<file path="src/rtl/tetris_pkg.sv">
// ============================================================================
// Module      : tetris_pkg
// Description : Shared playfield geometry defaults and line-clear FSM encoding.
// Revision    : 1.0 - initial release
// ============================================================================
`default_nettype none

package tetris_pkg;

   localparam int c_mem_width  = 10;
   localparam int c_mem_height = 6;
   localparam int c_width      = 8;

   typedef logic [2:0] state_t;

   localparam logic [2:0] c_st_idle   = 3'd0;
   localparam logic [2:0] c_st_scan   = 3'd1;
   localparam logic [2:0] c_st_shift  = 3'd2;
   localparam logic [2:0] c_st_border = 3'd3;
   localparam logic [2:0] c_st_done   = 3'd4;

   // Bits needed to hold 0..v-1, never less than one.
   function automatic int clog2_min1(input int v);
      return (v <= 2) ? 1 : $clog2(v);
   endfunction

endpackage

`default_nettype wire

</file>
<file path="src/rtl/column_height.sv">
// ============================================================================
// Module      : column_height
// Description : Index of the topmost occupied cell in one column, or
//               MEM_HEIGHT when the column is empty.
// Revision    : 1.0 - initial release
// ============================================================================
`default_nettype none

module column_height
   import tetris_pkg::*;
#(
   parameter int MEM_HEIGHT = c_mem_height,
   parameter int WIDTH      = c_width
) (
   input  logic [MEM_HEIGHT-1:0] i_column,
   output logic [WIDTH-1:0]      o_top
);

   // Descending walk so the smallest occupied row index wins.
   always_comb begin
      o_top = WIDTH'(MEM_HEIGHT);
      for (int j = MEM_HEIGHT - 1; j >= 0; j--) begin
         if (i_column[j])
            o_top = WIDTH'(j);
      end
   end

endmodule

`default_nettype wire

</file>
<file path="src/rtl/reset_register.sv">
// ============================================================================
// Module      : reset_register
// Description : Enabled register with asynchronous active-high reset value.
// Revision    : 1.0 - initial release
// ============================================================================
`default_nettype none

module reset_register #(
   parameter int           W           = 1,
   parameter logic [W-1:0] RESET_VALUE = '0
) (
   input  logic         clk,
   input  logic         rst,
   input  logic         i_en,
   input  logic [W-1:0] i_d,
   output logic [W-1:0] o_q
);

   always_ff @(posedge clk or posedge rst) begin
      if (rst)
         o_q <= RESET_VALUE;
      else if (i_en)
         o_q <= i_d;
   end

endmodule

`default_nettype wire

</file>
<file path="src/rtl/line_clear.sv">
// ============================================================================
// Module      : line_clear
// Description : Removes full rows from the playfield bottom-up, compacts the
//               rows above and reports per-column stack heights.
//               Optional LINE_CLEAR_SCORE_EN adds a saturating line total.
// Revision    : 1.0 - initial release
// ============================================================================
`default_nettype none

module line_clear
   import tetris_pkg::*;
#(
   parameter int MEM_WIDTH  = c_mem_width,
   parameter int MEM_HEIGHT = c_mem_height,
   parameter int WIDTH      = c_width
) (
   input  logic                            clk,
   input  logic                            rst,
   input  logic                            start,
   input  logic [MEM_WIDTH*MEM_HEIGHT-1:0] field_in,
   output logic                            busy,
   output logic                            done,
   output logic [MEM_WIDTH*MEM_HEIGHT-1:0] field_out,
   output logic [MEM_WIDTH*WIDTH-1:0]      border,
   output logic [WIDTH-1:0]                lines_cleared,
   output logic [15:0]                     total_lines
);

   localparam int c_n     = MEM_WIDTH * MEM_HEIGHT;
   localparam int c_bw    = MEM_WIDTH * WIDTH;
   localparam int c_row_w = clog2_min1(MEM_HEIGHT);
   localparam int c_col_w = clog2_min1(MEM_WIDTH);
   localparam int c_cnt_w = clog2_min1(MEM_HEIGHT + 1);
   localparam logic [c_bw-1:0] c_border_rst = {MEM_WIDTH{WIDTH'(MEM_HEIGHT)}};

   state_t               r_state;
   logic [c_row_w-1:0]   r_row;
   logic [c_col_w-1:0]   r_col;
   logic [c_cnt_w-1:0]   r_count;
   logic [c_bw-1:0]      r_border_work;
   logic [c_n-1:0]       r_field;

   logic                  w_row_full;
   logic [c_n-1:0]        w_shifted;
   logic [MEM_HEIGHT-1:0] w_column;
   logic [WIDTH-1:0]      w_top;
   logic [c_bw-1:0]       w_border_next;
   logic                  w_field_load;
   logic                  w_last;

   // Row j occupies the slice starting at bit c_n-1-MEM_WIDTH*j, column 0 first.
   always_comb begin
      w_row_full = 1'b0;
      w_shifted  = r_field;
      w_column   = '0;
      for (int j = 0; j < MEM_HEIGHT; j++) begin
         if (c_row_w'(j) == r_row)
            w_row_full = &r_field[c_n-1-MEM_WIDTH*j -: MEM_WIDTH];
         if (j == 0)
            w_shifted[c_n-1 -: MEM_WIDTH] = '0;
         else if (c_row_w'(j) <= r_row)
            w_shifted[c_n-1-MEM_WIDTH*j -: MEM_WIDTH] =
               r_field[c_n-1-MEM_WIDTH*(j-1) -: MEM_WIDTH];
         for (int c = 0; c < MEM_WIDTH; c++) begin
            if (c_col_w'(c) == r_col)
               w_column[j] = r_field[c_n-1-MEM_WIDTH*j-c];
         end
      end
   end

   column_height #(
      .MEM_HEIGHT (MEM_HEIGHT),
      .WIDTH      (WIDTH)
   ) u_column_height (
      .i_column (w_column),
      .o_top    (w_top)
   );

   always_comb begin
      w_border_next = r_border_work;
      for (int c = 0; c < MEM_WIDTH; c++) begin
         if (c_col_w'(c) == r_col)
            w_border_next[c_bw-1-WIDTH*c -: WIDTH] = w_top;
      end
   end

   assign w_field_load = ((r_state == c_st_idle) && start) || (r_state == c_st_shift);
   assign w_last       = (r_state == c_st_border) && (r_col == c_col_w'(MEM_WIDTH - 1));
   assign busy         = (r_state == c_st_scan) || (r_state == c_st_shift) ||
                         (r_state == c_st_border);
   assign done         = (r_state == c_st_done);

   always_ff @(posedge clk or posedge rst) begin
      if (rst) begin
         r_state       <= c_st_idle;
         r_row         <= '0;
         r_col         <= '0;
         r_count       <= '0;
         r_border_work <= c_border_rst;
      end else begin
         case (r_state)
            c_st_idle: begin
               if (start) begin
                  r_state <= c_st_scan;
                  r_row   <= c_row_w'(MEM_HEIGHT - 1);
                  r_count <= '0;
               end
            end
            c_st_scan: begin
               if (w_row_full) begin
                  r_state <= c_st_shift;
               end else if (r_row == '0) begin
                  r_state <= c_st_border;
                  r_col   <= '0;
               end else begin
                  r_row <= r_row - c_row_w'(1);
               end
            end
            c_st_shift: begin
               // Row index is kept so the row that just dropped in is re-checked.
               r_count <= r_count + c_cnt_w'(1);
               r_state <= c_st_scan;
            end
            c_st_border: begin
               r_border_work <= w_border_next;
               if (w_last)
                  r_state <= c_st_done;
               else
                  r_col <= r_col + c_col_w'(1);
            end
            c_st_done: r_state <= c_st_idle;
            default:   r_state <= c_st_idle;
         endcase
      end
   end

   reset_register #(.W(c_n), .RESET_VALUE('0)) u_field_reg (
      .clk  (clk),
      .rst  (rst),
      .i_en (w_field_load),
      .i_d  ((r_state == c_st_idle) ? field_in : w_shifted),
      .o_q  (r_field)
   );

   // Results are published on the edge entering DONE so they are valid with done.
   reset_register #(.W(c_n), .RESET_VALUE('0)) u_field_out_reg (
      .clk  (clk),
      .rst  (rst),
      .i_en (w_last),
      .i_d  (r_field),
      .o_q  (field_out)
   );

   reset_register #(.W(c_bw), .RESET_VALUE(c_border_rst)) u_border_reg (
      .clk  (clk),
      .rst  (rst),
      .i_en (w_last),
      .i_d  (w_border_next),
      .o_q  (border)
   );

   reset_register #(.W(WIDTH), .RESET_VALUE('0)) u_lines_reg (
      .clk  (clk),
      .rst  (rst),
      .i_en (w_last),
      .i_d  (WIDTH'(r_count)),
      .o_q  (lines_cleared)
   );

`ifdef LINE_CLEAR_SCORE_EN
   logic [16:0] w_sum;

   assign w_sum = {1'b0, total_lines} + 17'(lines_cleared);

   reset_register #(.W(16), .RESET_VALUE('0)) u_total_reg (
      .clk  (clk),
      .rst  (rst),
      .i_en (done),
      .i_d  (w_sum[16] ? 16'hFFFF : w_sum[15:0]),
      .o_q  (total_lines)
   );
`else
   assign total_lines = 16'd0;
`endif

endmodule

`default_nettype wire

</file>
<file path="config.mk">
export PLATFORM = sky130hd
export DESIGN_NAME = line_clear
export DESIGN_NICKNAME = d
export VERILOG_FILES = /design/src/rtl/tetris_pkg.sv /design/src/rtl/column_height.sv /design/src/rtl/reset_register.sv /design/src/rtl/line_clear.sv
export SDC_FILE = /design/constraint.sdc
export NUM_CORES = 1
export LEC_CHECK = 0
export CORE_ASPECT_RATIO = 0.75
export CORE_MARGIN = 5
export CORE_UTILIZATION = 53
export CTS_CLUSTER_SIZE = 24
export DETAILED_ROUTE_END_ITERATION = 8
export MAX_ROUTING_LAYER = met4
export PLACE_DENSITY = 0.78
export SYNTH_ARGS = -nofsm -noshare
export SYNTH_HDL_FRONTEND = slang
export SYNTH_HIERARCHICAL = 1
export SYNTH_SLANG_ARGS = --single-unit
</file>
<file path="constraint.sdc">
create_clock -name clk -period 6.3 [get_ports clk]
set_input_delay 0.945 -clock clk [delete_from_list [all_inputs] [get_ports clk]]
set_output_delay 0.945 -clock clk [all_outputs]
set_load 0.05 [all_outputs]
</file>
==> results of run 1 <==
## worst max-delay path, cell delays in order (launching register included)
cell      delay, ps
dfrtp_1         410
inv_1           100
ha_1            520
and2_0          380
nand2b_1        460
o211ai_1        330
a31oi_1         120
a221o_1         320
nand2b_1        160
a221oi_2        760
mux2_2          310
nand2_1          50
nand2_1          90
## per-stage QoR
step | hold WS, ps | worst slack (ps) | std cells
floorplan | 437 | 2970 | 1351
global placement | 443 | 2520 | 1863
detailed placement | 450 | 2300 | 1863
CTS | 460 | 2280 | 1917
global route | 473 | 1940 | 1917
finish | 457 | 2190 | 1917
## cells in the final DEF (no fill, tap or decap), types with 7 or more instances in the layout
cell | netlist | final
nand2b_1 | 11 | 11
ha_1 | 9 | 9
mux2_4 | 208 | 208
and2_1 | 24 | 23
clkdlybuf4s50_1 | 0 | 212
conb_1 | 2 | 26
dfrtp_1 | 261 | 261
nand2_1 | 315 | 314
mux2_2 | 72 | 72
clkbuf_8 | 0 | 9
clkbuf_16 | 0 | 29
nor2_1 | 49 | 49
buf_4 | 22 | 12
a31oi_1 | 8 | 8
inv_1 | 17 | 12
clkbuf_1 | 47 | 7
mux2i_1 | 47 | 47
o21ai_0 | 58 | 57
clkinv_2 | 0 | 8
a21oi_1 | 14 | 14
dfstp_2 | 40 | 40
nand4_1 | 12 | 12
## metal layers
metal,vias up,share of wire [%],GRT usage (%)
li1,4844,-,-
met3,59,6.4,3.64
met5,-,0,-
met1,5410,47,35.5
met4,0,1.9,4.89
met2,409,45,35.3
## area by class of cell
class,count,area [µm²]
Fill cell,2211,10500
Sequential cell,301,7580
Multi-Input combinational cell,927,7310
Timing Repair Buffer,225,2230
Clock buffer,45,876
Tap cell,392,490
Clock inverter,9,101
Inverter,18,71.3
## registers in the layout (all words and copies together) (netlist names)
signal	count
u_lines_reg/o_q	8
r_count	3
u_field_out_reg/o_q	60
r_col	4
u_field_reg/o_q	60
r_border_work	80
u_border_reg/o_q	80
r_row	3
r_state	3
## cell families after synthesis
kind of cell    count (synthesis)  synth area share (%)
compound gates                119                  4.78
simple gates                  445                  12.1
flops                         301                  48.3
mux                           328                  28.2
buf+inv                       123                  5.83
fa+ha+maj                       9                 0.718
other cells                     2                0.0479
## where the power goes
| part | total (mW) | switching, mW | internal (mW) |
|---|---|---|---|
| sequential | 3.69 | 0.852 | 2.83 |
| combinational | 6.09 | 3.52 | 2.57 |
| clock | 1.78 | 0.743 | 1.04 |
## final timing paths
check                                endpoint  slack (ps)
min in group asynchronous  u_lines_reg/o_q[2]         880
max in group asynchronous    r_border_work[7]        4110
setup reg to reg             r_border_work[8]        2190
setup / recovery             r_border_work[8]        2190
hold reg to reg             r_border_work[25]         460
hold / removal              r_border_work[25]         460
==> run_results.csv, run 1 <==
group,metric,value,unit
status,status,"complete, no violations",
floorplan,start_util,53.9,%
routing,dr_total_vias,10700,
routing,wirelength,40100,µm
sta,min_period,4110,ps
cells_and_area,antenna_cells,0,
yosys,synth.top_cell.area_share,41.6,%
sta,worst_clock_skew,24.5,ps
yosys,synthArstFlopShare,100,%
global_routing,grt_pass1_wl,63100,µm
yosys,yosysMostFrequentCell,"nand2_1",
sta,worst_slew_pin_slew,1300,ps
place,place_area,17700,µm²
global_routing,first_global_vias,11000,
sta,slew_viol_final,0,
worst_setup_path,crit_start,"r_col[1]",
yosys,yosysTopAreaCell,"dfrtp_1",
run,cap_violations,0,
worst_setup_path,path_class,"flip-flop to flip-flop",
global_routing,track_usage,23.9,%
place,gp_congestion,0.897,
clock_tree,cts_buffer_depth,3,
yosys,avgSynthCellArea,11.8,µm²
cells_and_area,finalNetCount,1574,
cells_and_area,drive_gt1_share,26.0,%
yosys,yosysSeqAreaShare,48.3,%
yosys,ys_types,52,
worst_setup_path,critPathArrivalTime,4590,ps
yosys,yosysWarnings,6,
clock_tree,ctsResizeCount,0,
global_routing,grt_max_degree,112,
floorplan,die_w,209,µm
clock_tree,clock-sinks,301,
routing,firstDrtPassIters,6,
yosys,synthesis.area,15700,µm²
worst_setup_path,startpoint_type,"flip-flop",
min_path,hp-start,"r_border_work[25]",
clock_tree,ctsRootBufferMaster,"clkbuf_16",
routing,drtIter0Drc,820,
sta,fmaxAchievable,243,MHz
cells_and_area,fin_util,64.1,%
yosys,synth_edf_count,0,
yosys,ys.flop_type,"dfrtp_1",
place,port_buffers,212,
global_routing,antenna_found_initial,0,
sta,rsz0062_at_grt,"false",
place,place_hpwl,26900,µm
worst_setup_path,path_max_fanout,17,
yosys,ys_top_cells_by_count,"nand2_1, dfrtp_1, mux2_4, mux2_2, o21ai_0",
clock_tree,numCtsBuffers,29,
sta,max_slew_margin,12.8,%
worst_setup_path,critPathRequiredTime,6780,ps
min_path,hp-class,"flip-flop to flip-flop",
pwr,total_power,11.6,mW
floorplan,fp.dieArea,33200,µm²
sta,final-hold-violation-count,0,
pwr,leakage,8.49,nW
worst_setup_path,r2r-start,"r_col[1]",
routing,routedWlPerCell,20.9,µm
clock_tree,cts_hold_buf,0,
sta,tns,0,ps
yosys,synthCells,1327,
floorplan,pin_count,229,
worst_setup_path,reg2regPathDepth,12,
worst_setup_path,end_kind,"flip-flop",
sta,min_period_over_period,65.3,%
floorplan,core_area,29100,µm²
min_path,min_delay_path_depth,2,
clock_tree,cts_setup_buffers,0,
global_routing,gr-total-overflow,0,
yosys,synth.area.top_cells,"dfrtp_1, mux2_4, nand2_1, dfstp_2, mux2_2",
clock_tree,htreeDepth,1,
clock_tree,cts_tree,"built",
cells_and_area,design_area,18700,µm²
routing,drcViolationCount,0,
routing,final_antenna_net_count,0,
pwr,max-vdd-ir-drop,352,µV
routing,viasPerCell,5.59,
yosys,ys_ff_latch,301,
pwr,powerDensity,619,nW/µm²
floorplan,rows,54,
cells_and_area,area.growth.synth_to_final,18.9,%
floorplan,die_h,159,µm
sta,setup_viol_count_final,0,
clock_tree,clk_latency,560,ps
clock_tree,cts.clk_slew.worst_paths,60,ps
No activity file was read; power rests on OpenSTA's default activity.
==> run 2: changes to the inputs <==
clock period = 4.3 ns   (was 6.3 ns; I/O delays follow)
==> run_results.csv, run 2 (same netlist as run 1, synthesis figures left out) <==
group,metric,value,unit
status,status,"complete, no violations",
cells_and_area,antenna_cells,0,
cells_and_area,layout_commonest_cell,"nand2_1",
clock_tree,ctsRootBufferMaster,"clkbuf_16",
worst_setup_path,crit_start,"r_col[1]",
worst_setup_path,critPathRequiredTime,4770,ps
global_routing,met3_usage,4.47,%
cells_and_area,top_regs,"r_border_work: 80 flops, u_border_reg/o_q: 80 flops",
place,port_buffers,212,
routing,viasPerCell,5.55,
clock_tree,numCtsBuffers,31,
pwr,powerDensity,910,nW/µm²
clock_tree,clock-sinks,301,
global_routing,use_met1,35.2,%
sta,setup_viol_count_final,0,
worst_setup_path,path_class,"flip-flop to flip-flop",
clock_tree,ctsResizeCount,0,
cells_and_area,drive_gt1_share,26.2,%
clock_tree,cts_setup_buffers,0,
global_routing,grt_max_degree,129,
cells_and_area,final_cells,1924,
place,gp_congestion,0.903,
global_routing,gr-total-overflow,0,
routing,firstDrtPassIters,5,
global_routing,first_global_vias,11100,
sta,fmaxAchievable,266,MHz
global_routing,grt_pass1_wl,64000,µm
cells_and_area,finalNetCount,1580,
sta,tns,0,ps
pwr,leakage,8.54,nW
global_routing,antenna_found_initial,0,
floorplan,rows,54,
min_path,min_delay_path_depth,2,
global_routing,grt_busiest_layer,"met2",
floorplan,die_w,209,µm
worst_setup_path,path_max_fanout,17,
run,cap_violations,0,
sta,rsz0062_at_grt,"false",
routing,final_antenna_net_count,0,
clock_tree,cts_tree,"built",
worst_setup_path,reg2regPathDepth,11,
worst_setup_path,end_kind,"flip-flop",
clock_tree,cts.clk_slew.worst_paths,60,ps
clock_tree,clk_latency,560,ps
min_path,hp-class,"flip-flop to flip-flop",
clock_tree,cts_buffer_depth,3,
worst_setup_path,critPathArrivalTime,4230,ps
clock_tree,htreeDepth,1,
sta,slew_viol_final,0,
global_routing,track_usage,24.2,%
pwr,max-vdd-ir-drop,481,µV
worst_setup_path,r2r-start,"r_col[1]",
clock_tree,cts_hold_buf,0,
routing,drcViolationCount,0,
floorplan,fp.dieArea,33200,µm²
routing,drtIter0Drc,824,
place,dpl.cell_count,1867,
place,place_hpwl,27000,µm
floorplan,pin_count,229,
floorplan,start_util,53.9,%
cells_and_area,layout_common_cells,"nand2_1, dfrtp_1, clkdlybuf4s50_1",
worst_setup_path,startpoint_type,"flip-flop",
sta,min_period,3760,ps
floorplan,core_area,29100,µm²
min_path,hp-start,"r_border_work[73]",
routing,dr_total_vias,10700,
sta,worst_slew_pin_slew,1210,ps
routing,routedWlPerCell,20.9,µm
sta,min_period_over_period,87.5,%
routing,wirelength,40300,µm
floorplan,die_h,159,µm
sta,final-hold-violation-count,0,
sta,whs,457,ps
sta,worst_clock_skew,26.2,ps
global_routing,gr-usage-met2,35.9,%
sta,max_slew_margin,19.6,%
cells_and_area,area.growth.synth_to_final,19.6,%
[run 2: cell count changes in the layout (fill, tap and decap cells not counted), sizes merged]
cell	previous run	this run
buf	13	17
clkinv	8	11
bufinv	2	3
clkinvlp	1	0
[run 2: routing by layer]
metal  vias up  routed length, µm
met2       359              18000
met4         0                746
met3        48               2650
met1      5407              18800
met5         -                  0
li1       4861                  -
[run 2: through the flow]
stage,power [mW],worst slack (ps),util [%],area (µm²)
floorplan,11.7,1270,-,15800
global placement,14.1,882,60.9,17700
detailed placement,14.3,634,60.9,17700
CTS,17.1,624,64.4,18800
global route,17.9,390,64.4,18800
finish,17.1,538,64.4,18800
[run 2: critical path, stage by stage (launching register included)]
cell and delay (ps):
dfrtp_1 410, inv_1 110, ha_1 150, buf_4 200, and2_0 340, nand2b_1 470
o211ai_1 360, a31oi_1 120, a221o_1 360, o31a_1 510, mux2_2 360, mux2_4 260
[run 2: final cells by class]
cell class,instances,area (µm²)
Clock buffer,45,878
Inverter,18,71.3
Multi-Input combinational cell,927,7310
Tap cell,392,490
Sequential cell,301,7580
Fill cell,2195,10400
Timing Repair Buffer,229,2290
Clock inverter,12,143
[run 2: final timing paths]
check / end / slack, ps
worst min register to register: r_border_work[73] / 460
worst max-delay path: u_border_reg/o_q[73] / 540
max in group asynchronous: u_field_out_reg/o_q[41] / 2590
min in group asynchronous: u_lines_reg/o_q[2] / 560
worst min-delay path: r_border_work[73] / 460
worst max register to register: u_border_reg/o_q[73] / 540
[run 2: power breakdown]
group / internal (mW) / total, mW / switching [mW]
Sequential: 4.15 / 5.42 / 1.27
Clock: 1.59 / 2.70 / 1.11
Combinational: 3.81 / 8.94 / 5.13
Total: 9.56 / 17.1 / 7.51
